`src/rtl/gate_tester.sv`:
```
// Self-checking stimulus/response engine for a 2-input combinational gate:
// walks {a,b} through 00..11, samples y at the end of each hold window, reports mismatches.
module gate_tester #(
  parameter logic [3:0]  TRUTH = 4'b1000,
  parameter int unsigned HOLD  = 10
) (
  input  logic       clk,
  input  logic       rst,
  input  logic       start,
  input  logic       y,
  output logic       a,
  output logic       b,
  output logic       busy,
  output logic       done,
  output logic       pass,
  output logic [2:0] err_count,
  output logic [3:0] fail_vec
);

  typedef enum logic [1:0] {
    ST_IDLE  = 2'd0,
    ST_APPLY = 2'd1,
    ST_FIN   = 2'd2
  } state_t;

  localparam logic [7:0] HOLD_LAST = 8'(HOLD - 1);

  function automatic logic vec_mismatch(input logic [3:0] truth,
                                        input logic [1:0] idx,
                                        input logic       y_val);
    return y_val != truth[idx];
  endfunction

  state_t     state_r, state_s;
  logic [1:0] vec_r, vec_s;
  logic [7:0] hcnt_r, hcnt_s;
  logic       a_s, b_s, busy_s, done_s, pass_s;
  logic [2:0] err_s;
  logic [3:0] fail_s;

  // Next-state and next-output logic for the run sequencer.
  always_comb begin
    state_s = state_r;
    vec_s   = vec_r;
    hcnt_s  = hcnt_r;
    a_s     = a;
    b_s     = b;
    busy_s  = busy;
    done_s  = 1'b0;
    pass_s  = pass;
    err_s   = err_count;
    fail_s  = fail_vec;

    case (state_r)
      ST_IDLE: begin
        a_s    = 1'b0;
        b_s    = 1'b0;
        busy_s = 1'b0;
        if (start) begin
          err_s   = 3'd0;
          fail_s  = 4'b0000;
          pass_s  = 1'b0;
          vec_s   = 2'd0;
          hcnt_s  = 8'd0;
          busy_s  = 1'b1;
          state_s = ST_APPLY;
        end else begin
          vec_s  = 2'd0;
          hcnt_s = 8'd0;
        end
      end

      ST_APPLY: begin
        busy_s = 1'b1;
        hcnt_s = hcnt_r + 8'd1;
        if (hcnt_r == HOLD_LAST) begin
          if (vec_mismatch(TRUTH, vec_r, y)) begin
            err_s         = err_count + 3'd1;
            fail_s[vec_r] = 1'b1;
          end else begin
            err_s = err_count;
          end
          // Verdict is registered together with done, so it uses the updated count.
          if (vec_r == 2'd3) begin
            state_s = ST_FIN;
            busy_s  = 1'b0;
            done_s  = 1'b1;
            a_s     = 1'b0;
            b_s     = 1'b0;
            hcnt_s  = 8'd0;
            pass_s  = (err_s == 3'd0);
          end else begin
            vec_s      = vec_r + 2'd1;
            hcnt_s     = 8'd0;
            {a_s, b_s} = vec_r + 2'd1;
          end
        end else begin
          {a_s, b_s} = vec_r;
        end
      end

      ST_FIN: begin
        state_s = ST_IDLE;
        busy_s  = 1'b0;
        a_s     = 1'b0;
        b_s     = 1'b0;
        vec_s   = 2'd0;
        hcnt_s  = 8'd0;
      end

      default: begin
        state_s = ST_IDLE;
        busy_s  = 1'b0;
        a_s     = 1'b0;
        b_s     = 1'b0;
        vec_s   = 2'd0;
        hcnt_s  = 8'd0;
      end
    endcase
  end

  // State, counters and all outputs are registered; rst clears them immediately.
  always_ff @(posedge clk or posedge rst) begin
    if (rst) begin
      state_r   <= ST_IDLE;
      vec_r     <= 2'd0;
      hcnt_r    <= 8'd0;
      a         <= 1'b0;
      b         <= 1'b0;
      busy      <= 1'b0;
      done      <= 1'b0;
      pass      <= 1'b0;
      err_count <= 3'd0;
      fail_vec  <= 4'b0000;
    end else begin
      state_r   <= state_s;
      vec_r     <= vec_s;
      hcnt_r    <= hcnt_s;
      a         <= a_s;
      b         <= b_s;
      busy      <= busy_s;
      done      <= done_s;
      pass      <= pass_s;
      err_count <= err_s;
      fail_vec  <= fail_s;
    end
  end

endmodule

```
`config.mk`:
```
export PLATFORM = sky130hd
export DESIGN_NAME = gate_tester
export DESIGN_NICKNAME = d
export VERILOG_FILES = /design/src/rtl/gate_tester.sv
export SDC_FILE = /design/constraint.sdc
export NUM_CORES = 1
export LEC_CHECK = 0
export BUFFER_PORTS_ARGS = -buffer_cell sky130_fd_sc_hd__buf_4
export CORE_MARGIN = 3
export CORE_UTILIZATION = 50
export DETAILED_ROUTE_END_ITERATION = 10
export GPL_TIMING_DRIVEN = 0
export PLACE_DENSITY = 0.7
export SYNTH_ARGS = -nofsm -noshare
export SYNTH_HDL_FRONTEND = slang
export SYNTH_SLANG_ARGS = --single-unit
```
`constraint.sdc`:
```
create_clock -name clk -period 2.7 [get_ports clk]
set_input_delay 0.27 -clock clk [delete_from_list [all_inputs] [get_ports clk]]
set_output_delay 0.27 -clock clk [all_outputs]
set_load 0.05 [all_outputs]
```
==> out/metrics.csv <==
metric;value;unit
status;complete, no violations;
Hold Crit Class;in2async;
LEAKAGE;0.668;nW
Sink Count;24;
Async SR Flop Fraction;100;%
Startpoint Class;flip-flop;
total grt overflow;0;
Synth Area per Inst;10.9;sq um
worst-path fanout max;6;
# IOs;16;
wire length per cell;13.3;microns
hpwl dp;1590;microns
VDD IR max;0.000363;V
slowest CP cell;dfrtp_1;
Post-Syn Instances;112;
unrepaired setup endpoints after global routing;no;
CP required;2.91;ns
Residual DRC;0;
RR Endpoint;err_count[2];
core area;2250;sq um
I/O Buffers;15;
largest net degree at the start of global routing;25;
final setup skew;0.00195;ns
min Tclk post-route;1.75;ns
# setup viols final;0;
Final Max Slew Viols;0;
net count reported at finish;143;
DRT Pass-1 Iters;4;
Root Driver;clkbuf_4;
crit path DAT;1.96;ns
vias in the first global route;809;
via count;833;
CTS tree;built;
commonest non-fill, non-tap cells in the layout;dfrtp_1 (24), nor2_1 (17), buf_4 (15);
Iteration-0 DRC Markers;9;
routability congestion estimate;0.800;
Top FF cell, synth;dfrtp_1;
worst reg-to-reg setup slack;0.95;ns
Vias/cell;5.24;
CP max stage delay;0.44;ns
Worst-Margin Slew;0.893;ns
most common cell after layout, fill and taps aside;dfrtp_1;
net count after synthesis;123;
top cell family by delay on the critical path;flip-flops;
placed cell count;155;
Clock Path Buffers;2;
initial antenna violation count;0;
Fin Hold WS;0.139;ns
launch point of the worst reg-to-reg path;vec_r[1];
kind of critical path;reg2reg;
relative slew slack;40.4;%
crit path from;vec_r[1];
post-CTS repair timing setup buffer count;0;
period utilization;64.9;%
Fin Setup TNS;0;ns
Mapped Area;1220;sq um
Ant. Diodes;0;
EDFF count, synth;0;
worst path bufs/invs;0;
die area;3070;sq um
R2R depth;5;
area added between synthesis and finish;15.1;%
Clk Latency, worst-skew pair;0.30;ns
critical path depth in cells;5;
Fin. Hold Viols;0;
Hold Buf Count CTS;0;
global-route wire length before repair;3820;microns
post-layout worst setup margin;0.946;ns
Non-Filler Instances;159;
Die Height;55.4;microns
DP Worst Slack;0.980;ns
P per Cell Area;599;nW/um^2
Max Fclk;570;MHz
htree depth;1;
share of layout cells above drive strength 1;23.7;%
Setup crit end kind;flip-flop;
Post-Route WL;2120;microns
maxcap violations;0;
die width;55.4;microns
Num CTS Buffers;3;
final antenna-violating net count;0;
CP Cell Sequence;ha_1 > xor2_1 > nand2_1 > and3_2 > a211o_1;
# rows;17;
Resized Gates After CTS;0;
Yosys reg bits;24;
crit path to;err_count[2];
gr usage total;15.5;%
sequential element share of the synthesized area;49.3;%
Initial Util;54.1;%
synth unique cells;34;
yosys warns;0;
clock slew seen by the registers of the worst setup and hold paths;0.13;ns
[power by group]
part	switching (W)	internal, W
registers	0.0000428	0.000393
clock network	0.000104	0.0000823
logic	0.000137	0.0000806
total	0.000284	0.000556
[registers in the layout (all words and copies together), names as in the netlist]
name	cells
err_count	3
a	1
fail_vec	4
busy	1
pass	1
done	1
vec_r	2
hcnt_r	8
b	1
state_r	2
[synth_stat cells (2+ instances only)]
master | n | area share [%]
a21oi_1 | 7 | 2.9
and3_1 | 2 | 1.0
dfrtp_1 | 24 | 49
ha_1 | 7 | 7.2
inv_1 | 7 | 2.2
nand2_1 | 4 | 1.2
nand3_1 | 6 | 2.5
nor2_1 | 17 | 5.2
nor3_1 | 4 | 1.6
nor3_4 | 2 | 2.7
o21bai_1 | 2 | 1.2
xnor2_1 | 3 | 2.2
xor2_1 | 6 | 4.3
[layout make-up]
type | count | area, sq um
fill | 208 | 852
sequential | 24 | 601
multi-input combinational | 79 | 583
timing repair buffer | 15 | 113
clock buffer | 4 | 36.3
tap | 28 | 35.0
inverter | 7 | 26.3
buffer | 2 | 8.76
[layer usage]
metal / vias to the layer above / wire, microns / part of all wire, % / track usage, %
met5: - / 0 / 0 / 0
met2: 10 / 985 / 47 / 23.5
met1: 401 / 1050 / 50 / 22.7
met4: 0 / 17 / 0.80 / 5.21
met3: 2 / 61 / 2.9 / 2.34
li1: 420 / - / - / -
[per-stage QoR]
stage	instance area (sq um)	total power [W]	utilization, %
floorplan	1220	0.000606	-
global placement	1370	0.000655	60.6
detailed placement	1370	0.000663	60.6
CTS	1400	0.000849	62.2
global route	1400	0.000892	62.2
finish	1400	0.000840	62.2
[kinds of logic after synthesis]
family	count (synthesis)	synth area share [%]
buffers and inverters	9	2.87
adder cells (fa/ha/maj)	7	7.19
XOR/XNOR	9	6.47
AO/OA/AOI/OAI	16	8.42
multiplexers	1	0.821
flip-flops	24	49.3
AND/OR/NAND/NOR	46	24.9
[how the worst min path moves through the flow]
stage | start | endpoint | slack (ns) | cells after the start
floorplan | rst | a | 0.28 | 1
global placement | pass | pass | 0.48 | 1
detailed placement | pass | pass | 0.48 | 1
CTS | rst | vec_r[1] | 0.16 | 2
global route | rst | hcnt_r[6] | 0.19 | 2
finish | rst | fail_vec[0] | 0.14 | 2
(Power assumes the default switching activity.)
